### src/rtl/z80_bus_fabric_if.sv
// rtl/z80_bus_fabric_if.sv - Z80 bus-side signal bundle between CPU/decoder and the fabric
interface z80_bus_fabric_if #(
  parameter int NCH    = 4,
  parameter int WAIT_W = 4
);
  logic                    i_rd_n;
  logic                    i_wr_n;
  logic [NCH-1:0]          i_cs_n;
  logic [8*NCH-1:0]        i_ch_data;
  logic [WAIT_W*NCH-1:0]   i_wait_cfg;
  logic [NCH-1:0]          i_rdy;
  logic                    o_wait_n;
  logic [7:0]              o_data;
  logic                    o_data_en;

  // CPU, decoder and slaves drive the bus inputs
  modport master (
    output i_rd_n, i_wr_n, i_cs_n, i_ch_data, i_wait_cfg, i_rdy,
    input  o_wait_n, o_data, o_data_en
  );

  // the fabric consumes the bus and generates WAIT and read data
  modport slave (
    input  i_rd_n, i_wr_n, i_cs_n, i_ch_data, i_wait_cfg, i_rdy,
    output o_wait_n, o_data, o_data_en
  );
endinterface

### src/rtl/z80_bus_fabric.sv
// rtl/z80_bus_fabric.sv - Z80 wait-state generator and read-data mux for NCH slave channels
module z80_bus_fabric #(
  parameter int NCH    = 4,
  parameter int WAIT_W = 4,
  parameter int TMO    = 255
) (
  input  logic             i_clk,
  input  logic             i_reset_n,
  z80_bus_fabric_if.slave  bus,
  input  logic             i_err_clr,
  output logic             o_tmo_err,
  output logic             o_multi_err,
  output logic [2:0]       o_err_ch
);

  localparam int TMO_W = $clog2(TMO + 1);

  typedef enum logic [1:0] {S_IDLE, S_WAIT, S_RDY, S_HOLD} state_t;

  state_t              r_state, w_state_nxt;
  logic [WAIT_W-1:0]   r_cnt, w_cnt_nxt;
  logic [TMO_W-1:0]    r_tmo, w_tmo_nxt;
  logic [7:0]          r_data, w_data_nxt;
  logic                r_tmo_err, w_tmo_err_nxt;
  logic                r_multi_err, w_multi_err_nxt;
  logic [2:0]          r_err_ch, w_err_ch_nxt;

  logic [NCH-1:0]      w_cs_act;
  logic                w_multi;
  logic                w_act;
  logic [2:0]          w_sel;
  logic [WAIT_W-1:0]   w_cfg_sel;
  logic                w_rdy_sel;
  logic [7:0]          w_dat_sel;

  assign w_cs_act = ~bus.i_cs_n;
  assign w_multi  = |(w_cs_act & (w_cs_act - NCH'(1)));
  // reset gates ACT so WAIT releases and data-in is dropped while held in reset
  assign w_act    = i_reset_n & (|w_cs_act) & (~bus.i_rd_n | ~bus.i_wr_n);

  // priority-select the lowest-index active channel and pick up its cfg/ready/data
  always_comb begin
    w_sel     = 3'd0;
    w_cfg_sel = bus.i_wait_cfg[WAIT_W-1:0];
    w_rdy_sel = bus.i_rdy[0];
    w_dat_sel = bus.i_ch_data[7:0];
    for (int k = NCH - 1; k >= 0; k--) begin
      if (w_cs_act[k]) begin
        w_sel     = 3'(k);
        w_cfg_sel = bus.i_wait_cfg[WAIT_W*k +: WAIT_W];
        w_rdy_sel = bus.i_rdy[k];
        w_dat_sel = bus.i_ch_data[8*k +: 8];
      end
    end
  end

  // next-state, counters, data capture and error flags
  always_comb begin
    w_state_nxt     = r_state;
    w_cnt_nxt       = r_cnt;
    w_tmo_nxt       = r_tmo;
    w_data_nxt      = r_data;
    w_tmo_err_nxt   = r_tmo_err;
    w_multi_err_nxt = r_multi_err;
    w_err_ch_nxt    = r_err_ch;

    // clear first so an error detected on the same edge overrides it
    if (i_err_clr) begin
      w_tmo_err_nxt   = 1'b0;
      w_multi_err_nxt = 1'b0;
      w_err_ch_nxt    = 3'd0;
    end

    case (r_state)
      S_IDLE: begin
        if (w_act) begin
          w_tmo_nxt = '0;
          // the IDLE clock is already the first wait clock, so WAIT covers cfg-1 more
          w_cnt_nxt = (w_cfg_sel != '0) ? (w_cfg_sel - WAIT_W'(1)) : '0;
          w_state_nxt = (w_cfg_sel > WAIT_W'(1)) ? S_WAIT : S_RDY;
          if (w_multi) begin
            w_multi_err_nxt = 1'b1;
            w_err_ch_nxt    = w_sel;
          end
        end
      end
      S_WAIT: begin
        if (!w_act) begin
          w_state_nxt = S_IDLE;
          w_cnt_nxt   = '0;
        end else begin
          w_cnt_nxt = r_cnt - WAIT_W'(1);
          if (r_cnt == WAIT_W'(1)) begin
            w_state_nxt = S_RDY;
            w_tmo_nxt   = '0;
          end
        end
      end
      S_RDY: begin
        if (!w_act) begin
          w_state_nxt = S_IDLE;
        end else if (w_rdy_sel) begin
          w_state_nxt = S_HOLD;
          w_data_nxt  = w_dat_sel;
        end else if (r_tmo >= TMO_W'(TMO - 1)) begin
          w_state_nxt   = S_HOLD;
          w_data_nxt    = 8'hFF;
          w_tmo_err_nxt = 1'b1;
          w_err_ch_nxt  = w_sel;
        end else begin
          w_tmo_nxt = r_tmo + TMO_W'(1);
        end
      end
      S_HOLD: begin
        if (!w_act) w_state_nxt = S_IDLE;
      end
      default: w_state_nxt = S_IDLE;
    endcase
  end

  // state and flag registers
  always_ff @(posedge i_clk or negedge i_reset_n) begin
    if (!i_reset_n) begin
      r_state     <= S_IDLE;
      r_cnt       <= '0;
      r_tmo       <= '0;
      r_data      <= 8'h00;
      r_tmo_err   <= 1'b0;
      r_multi_err <= 1'b0;
      r_err_ch    <= 3'd0;
    end else begin
      r_state     <= w_state_nxt;
      r_cnt       <= w_cnt_nxt;
      r_tmo       <= w_tmo_nxt;
      r_data      <= w_data_nxt;
      r_tmo_err   <= w_tmo_err_nxt;
      r_multi_err <= w_multi_err_nxt;
      r_err_ch    <= w_err_ch_nxt;
    end
  end

  // WAIT is held while counting and while the selected slave is not ready
  always_comb begin
    bus.o_wait_n = ~(w_act & (
                     ((r_state == S_IDLE) & ((w_cfg_sel != '0) | ~w_rdy_sel)) |
                     (r_state == S_WAIT) |
                     ((r_state == S_RDY) & ~w_rdy_sel)));
  end

  // read data: live mux until the captured value takes over in HOLD
  always_comb begin
    bus.o_data_en = w_act & ~bus.i_rd_n;
    bus.o_data    = 8'h00;
    if (bus.o_data_en) bus.o_data = (r_state == S_HOLD) ? r_data : w_dat_sel;
  end

  assign o_tmo_err   = r_tmo_err;
  assign o_multi_err = r_multi_err;
  assign o_err_ch    = r_err_ch;

endmodule

### src/flat_wrapper.sv
// flat-port wrapper written by rule: the top's interface ports become plain ports
module z80_bus_fabric_flat 
#(
  parameter int NCH    = 4,
  parameter int WAIT_W = 4,
  parameter int TMO    = 255
)
  (i_clk, i_reset_n, i_err_clr, o_tmo_err, o_multi_err, o_err_ch, bus_i_rd_n, bus_i_wr_n, bus_i_cs_n, bus_i_ch_data, bus_i_wait_cfg, bus_i_rdy, bus_o_wait_n, bus_o_data, bus_o_data_en);
  z80_bus_fabric_if #(.NCH(NCH), .WAIT_W(WAIT_W)) bus_i ();
  input  logic i_clk;
  input  logic i_reset_n;
  input  logic i_err_clr;
  output logic o_tmo_err;
  output logic o_multi_err;
  output logic [2:0] o_err_ch;
  input wire logic [$bits(bus_i.i_rd_n)-1:0] bus_i_rd_n;
  input wire logic [$bits(bus_i.i_wr_n)-1:0] bus_i_wr_n;
  input wire logic [$bits(bus_i.i_cs_n)-1:0] bus_i_cs_n;
  input wire logic [$bits(bus_i.i_ch_data)-1:0] bus_i_ch_data;
  input wire logic [$bits(bus_i.i_wait_cfg)-1:0] bus_i_wait_cfg;
  input wire logic [$bits(bus_i.i_rdy)-1:0] bus_i_rdy;
  output wire logic [$bits(bus_i.o_wait_n)-1:0] bus_o_wait_n;
  output wire logic [$bits(bus_i.o_data)-1:0] bus_o_data;
  output wire logic [$bits(bus_i.o_data_en)-1:0] bus_o_data_en;
  assign bus_i.i_rd_n = bus_i_rd_n;
  assign bus_i.i_wr_n = bus_i_wr_n;
  assign bus_i.i_cs_n = bus_i_cs_n;
  assign bus_i.i_ch_data = bus_i_ch_data;
  assign bus_i.i_wait_cfg = bus_i_wait_cfg;
  assign bus_i.i_rdy = bus_i_rdy;
  assign bus_o_wait_n = bus_i.o_wait_n;
  assign bus_o_data = bus_i.o_data;
  assign bus_o_data_en = bus_i.o_data_en;
  z80_bus_fabric #(.NCH(NCH), .WAIT_W(WAIT_W), .TMO(TMO)) u_core (.i_clk(i_clk), .i_reset_n(i_reset_n), .bus(bus_i), .i_err_clr(i_err_clr), .o_tmo_err(o_tmo_err), .o_multi_err(o_multi_err), .o_err_ch(o_err_ch));
endmodule
### config.mk
export PLATFORM = sky130hd
export DESIGN_NAME = z80_bus_fabric_flat
export DESIGN_NICKNAME = d
export VERILOG_FILES = /design/src/rtl/z80_bus_fabric_if.sv /design/src/rtl/z80_bus_fabric.sv /design/src/flat_wrapper.sv
export SDC_FILE = /design/constraint.sdc
export NUM_CORES = 1
export LEC_CHECK = 0
export CAP_MARGIN = 30
export CORE_UTILIZATION = 40
export CTS_CLUSTER_DIAMETER = 50
export DETAILED_ROUTE_END_ITERATION = 16
export GPL_TIMING_DRIVEN = 0
export PLACE_DENSITY = 0.86
export SLEW_MARGIN = 30
export SYNTH_ARGS = -nofsm -noshare
export SYNTH_HDL_FRONTEND = slang
export SYNTH_SLANG_ARGS = --single-unit
### constraint.sdc
create_clock -name i_clk -period 1.7 [get_ports i_clk]
set_input_delay 0.17 -clock i_clk [delete_from_list [all_inputs] [get_ports i_clk]]
set_output_delay 0.17 -clock i_clk [all_outputs]
set_load 0.05 [all_outputs]
Word level (Yosys, flattened, before mapping)
Index checks and enable logic that the tools add are counted.
Storage, ports and cells
  logic and storage cells: 109
  bits in registers: 27
Cells by class
  bitwise logic cells: 16
  mux-type cells: 56
  add/sub/neg operators: 4
  $lt $le $gt $ge: 2
  reductions and logical operators: 11
  equality and inequality tests: 13
Operators by type and width (number)
  8-bit two-way mux: 14
  4-bit two-way mux: 7
  3-bit two-way mux: 9
  8-bit case mux with 3 select lines: 1
  2-bit two-way mux: 9
  1-bit two-way mux: 13
  4-bit by 1-bit subtractor with 4-bit output, second input constant: 3
  8-bit by 1-bit adder with 8-bit output, second input constant: 1
  8-bit >= comparator, second input constant: 1
  2-bit by 1-bit != test with 1-bit output, second input constant: 4
  2-bit case mux with 4 select lines: 1
  4-bit case mux with 2 select lines: 1
  4-bit OR reduction: 2
  7-bit AND reduction: 1
  1-bit bitwise AND: 6
  2-bit != test, second input constant: 3
  3-bit case mux with 2 select lines: 1
  4-bit bitwise AND: 1
  2-bit equality test, second input constant: 2
  4-bit by 1-bit equality test with 1-bit output, second input constant: 1
  4-bit by 1-bit > comparator with 1-bit output, second input constant: 1
  4-bit != test, second input constant: 1
  1-bit inverter: 4
  4-bit inverter: 1
  10 further kinds: 14

Depth between registers and ports, before layout
  depth after elaboration: 12
  gate-level depth with buffers: 9
  depth with buffers taken out: 8

Worst setup path before layout
Ideal clock, no wire load.
  path kind: input to output
  start point: input bus_i_cs_n[2]
  end point: output bus_o_wait_n
  arrival: 2431 ps
  buffers on the path: 2
  stages on the path: 7
  slack: -901 ps
  data required time: 1530 ps
  cells stage by stage: buf_6 -> inv_1 -> clkbuf_1 -> o31ai_1 -> ha_1 -> a31oi_1 -> o21ai_0
Between the ends
  word-level cells in the longest chain between the ends: 11
RTL lines
  start, declared: line flat_wrapper.sv:18  | input wire logic [$bits(bus_i.i_cs_n)-1:0] bus_i_cs_n;
  4-bit inverter (*): line z80_bus_fabric.sv:36  | assign w_cs_act = ~bus.i_cs_n;
  4-bit two-way mux or 1-bit two-way mux (tied branches) (3 in a row): line z80_bus_fabric.sv:48  | if (w_cs_act[k]) begin
  4-bit nonzero test or 1-bit inverter (tied branches): line z80_bus_fabric.sv:145, z80_bus_fabric.sv:147
  1-bit bitwise OR: line z80_bus_fabric.sv:145  | ((r_state == S_IDLE) & ((w_cfg_sel != '0) | ~w_rdy_sel)) |
  1-bit bitwise AND: line z80_bus_fabric.sv:145
  1-bit bitwise OR: line z80_bus_fabric.sv:145
  1-bit bitwise OR: line z80_bus_fabric.sv:146  | (r_state == S_WAIT) |
  1-bit bitwise AND (*): line z80_bus_fabric.sv:144  | bus.o_wait_n = ~(w_act & (
  1-bit inverter (*): line z80_bus_fabric.sv:144
  end, declared: line flat_wrapper.sv:22  | output wire logic [$bits(bus_i.o_wait_n)-1:0] bus_o_wait_n;
Every way passes the cells marked *; elsewhere a longest branch is shown, timed or not.

Final worst setup path
  start point: input bus_i_wait_cfg[4]
  end point: register u_core.r_state[1]
Between the ends
  word-level cells in the longest chain between the ends: 6
RTL lines
  start, declared: line flat_wrapper.sv:20  | input wire logic [$bits(bus_i.i_wait_cfg)-1:0] bus_i_wait_cfg;
  4-bit two-way mux (2 in a row): line z80_bus_fabric.sv:48
  4-bit by 1-bit > comparator with 1-bit output: line z80_bus_fabric.sv:80  | w_state_nxt = (w_cfg_sel > WAIT_W'(1)) ? S_WAIT : S_RDY;
  2-bit two-way mux: line z80_bus_fabric.sv:80
  2-bit two-way mux: line z80_bus_fabric.sv:76  | if (w_act) begin
  2-bit case mux with 4 select lines: line z80_bus_fabric.sv:74  | case (r_state)
  end signal, assigned: line z80_bus_fabric.sv:132  | r_state <= w_state_nxt;
  end, declared: line z80_bus_fabric.sv:20  | state_t r_state, w_state_nxt;
No other way between the ends. The select of a mux whose other input is x is not followed.
A chain may end at the register's enable or synchronous reset.

==> flow_summary.json <==
{
  "placementRows": 25,
  "yosys.area.top_type": "dfrtp_1",
  "worst_slack_ns": -0.222,
  "drive_gt1_frac": 0.378,
  "fin_crit_sh": 1.13,
  "fillCellCount": 262,
  "core_area_um2": 4820,
  "cts_sinks": 27,
  "drt_first_pass_iters": 8,
  "final_hold_viol_count": 0,
  "cap_violations": 0,
  "r2r-start": "u_core.r_state[1]",
  "area_growth_pct": 90.6,
  "synth_top_area_frac": 0.330,
  "synth-edff-count": 0,
  "crit_required_ns": 1.90,
  "synth_cells": 252,
  "clockBufferDepth": 2,
  "grt_pass1_vias": 2625,
  "synthFlopType": "dfrtp_1",
  "min_from": "bus_i_cs_n[2]",
  "synthDistinctLibCells": 49,
  "grt_setup_unrepaired": "yes",
  "grt_overflow": 0,
  "arrival_ns": 2.13,
  "whs_ns": 0.372,
  "maxSlewViolCount": 0,
  "path_clk_slew_ns": 0.12,
  "critPathMaxStageDelay_ns": 0.41,
  "nNetsFinal": 447,
  "placed_area_um2": 3000,
  "worstMarginPinSlew_ns": 0.530,
  "first_iter_violations": 368,
  "initial_core_util": 0.424,
  "slew_headroom": 0.646,
  "final_util": 0.809,
  "vias": 2919,
  "reg2regPathDepth": 7,
  "min_path_type": "primary input to flop",
  "stdcell_count": 445,
  "p_per_area_nw_per_um2": 637,
  "status": "finished, violations left",
  "drt_wl_total_mm": 9.97,
  "r2r_end": "u_core.r_tmo[2]",
  "placed_cells": 393,
  "seq_area_frac_synth": 0.330,
  "cp_top_family": "compound AO/OA/AOI/OAI gates",
  "syn_avg_cell_area_um2": 8.11,
  "async_flop_share": 1.00,
  "antenna_cells": 0,
  "crit_fanout": 4,
  "netlist_area_um2": 2040,
  "cts_root_buf": "clkbuf_8",
  "period_needed_ns": 1.92,
  "synth_commonest_cells": "40 x nor2_1, 27 x dfrtp_1, 16 x nand2_1",
  "hold_end": "u_core.o_err_ch[1]",
  "failed_checks": "negative setup slack",
  "cp_num_buf_inv": 4,
  "track_usage": 0.312,
  "viasPerCell": 6.56,
  "final.setup.tns_ns": -1.65,
  "grt_start_max_net_pins": 28,
  "final_area_um2": 3900,
  "synth-seq-cells": 27,
  "yosysMostFrequentCell": "nor2_1",
  "ioPinCount": 76,
  "antenna_found_initial": 0,
  "clk_latency_ns": 0.31,
  "crit_path_start_kind": "primary input",
  "dieArea_um2": 5400,
  "post-place-ws_ns": -1.51,
  "hold_depth": 4,
  "syn-num-nets": 320,
  "ys.warnings.count": 0,
  "total_power_mw": 2.48,
  "endpoint_kind": "flop",
  "clock.fmax_mhz": 520,
  "drc_errors": 0,
  "criticalPathCategory": "primary input to flop",
  "grt_pass1_wl_mm": 12.7,
  "portBuffers": 74,
  "place_hpwl_mm": 4.64,
  "p_leak_nw": 1.66,
  "ir_drop_mv": 0.484,
  "drt-wirelength-per-cell_um": 22.4,
  "cp_slowest_cell": "clkdlybuf4s50_1",
  "r2r_setup_slack_ns": -0.04,
  "numCtsBuffers": 3,
  "gp_congestion": 0.820,
  "setup_viol": 22,
  "ant_nets": 0,
  "die_h_um": 73.5,
  "timing.critical_path.from": "bus_i_wait_cfg[4]",
  "fin_worst_skew_ns": 0.0213,
  "crit_chain": "clkdlybuf4s50_1 > o21ai_0 > o22ai_2 > o31ai_4 > buf_4 > buf_6 > inv_1 > ha_1 > nor2_2 > nor3_1 > o31a_1",
  "htreeDepth": 1,
  "cts_tree": "yes",
  "synth.area.top_cells": "dfrtp_1 33%, nor2_1 7.3%, a221oi_1 4.3%, ha_1 4.3%, o21ai_0 3.7%",
  "die_w_um": 73.5
}
-- cells by family after synthesis --
group                      Yosys count  synth area share
adders and majority gates            7            0.0428
AOI/OAI and AO/OA                   88             0.311
and+or+nand+nor                     98             0.233
buffers and inverters               26            0.0539
muxes                                4            0.0202
xor gates and xnor gates             2           0.00857
DFF                                 27             0.330
-- cells in the final DEF (no fill, tap or decap), types with 5 or more instances in the layout --
master	instances
nor3b_2	5
a211oi_4	8
inv_1	10
nor3_1	5
nand3_1	9
buf_4	39
a221oi_2	7
clkdlybuf4s50_1	56
nand2_1	15
buf_12	5
a2bb2oi_1	8
nor2_1	33
a22oi_2	8
o21ai_0	11
buf_6	16
ha_1	5
dfrtp_1	25
-- power by group --
part	internal (mW)	total, mW	switching, mW
combinational	0.566	1.16	0.596
clock	0.169	0.426	0.258
sequential	0.765	0.896	0.131
-- worst max-delay path by stage --
stage,end,slack [ns],cells after the start
after floorplan,bus_o_data[5],-0.09,4
after CTS,bus_o_wait_n,-0.26,8
after global placement,bus_o_data[6],-2.35,4
after detailed placement,bus_o_wait_n,-1.51,9
final,u_core.r_state[1],-0.22,11
after global routing,bus_o_wait_n,-0.26,8
-- final cells by class --
class | count | area (µm²) | area share
multi-input cells | 199 | 1680 | 0.432
repair buffers | 122 | 1200 | 0.309
flip-flops and latches | 27 | 678 | 0.174
plain buffers | 12 | 143 | 0.0366
well taps | 67 | 83.8 | 0.0215
inverters | 14 | 56.3 | 0.0144
clock buffers | 3 | 41.3 | 0.0106
clock inverters | 1 | 7.51 | 0.00193
-- worst reg2reg max path, stage by stage, from the launching register on --
cell and delay (ns):
dfrtp_2 0.47, buf_4 0.17, nor2_2 0.14, nand3b_1 0.15, nand2_1 0.12, nand2_1 0.19
o21ai_0 0.27, o22ai_1 0.11
-- routing by layer --
metal / vias to the layer above / track usage / wire length [µm]
li1: 1195 / - / -
met1: 1383 / 0.369 / 3670
met2: 261 / 0.531 / 4770
met3: 80 / 0.0535 / 799
met4: 0 / 0.182 / 726
met5: - / 0 / 0
-- sequential cells by signal (all words and copies together), names as in the netlist --
| name | count |
|---|---|
| u_core.r_data | 8 |
| u_core.r_tmo | 8 |
| u_core.r_cnt | 4 |
| u_core.o_err_ch | 3 |
| u_core.r_state | 2 |
| u_core.o_multi_err | 1 |
| u_core.o_tmo_err | 1 |
-- repair_timing --
item / CTS / global route
setup endpoints to repair: 35 / 36
endpoints found under the hold margin: 27 / 0
pin swaps: 25 / 25
resized for setup: 140 / 51
hold buffers: 2 / 0
setup buffers: 27 / 15
gates cloned: 3 / 1
(Power assumes the default switching activity.)
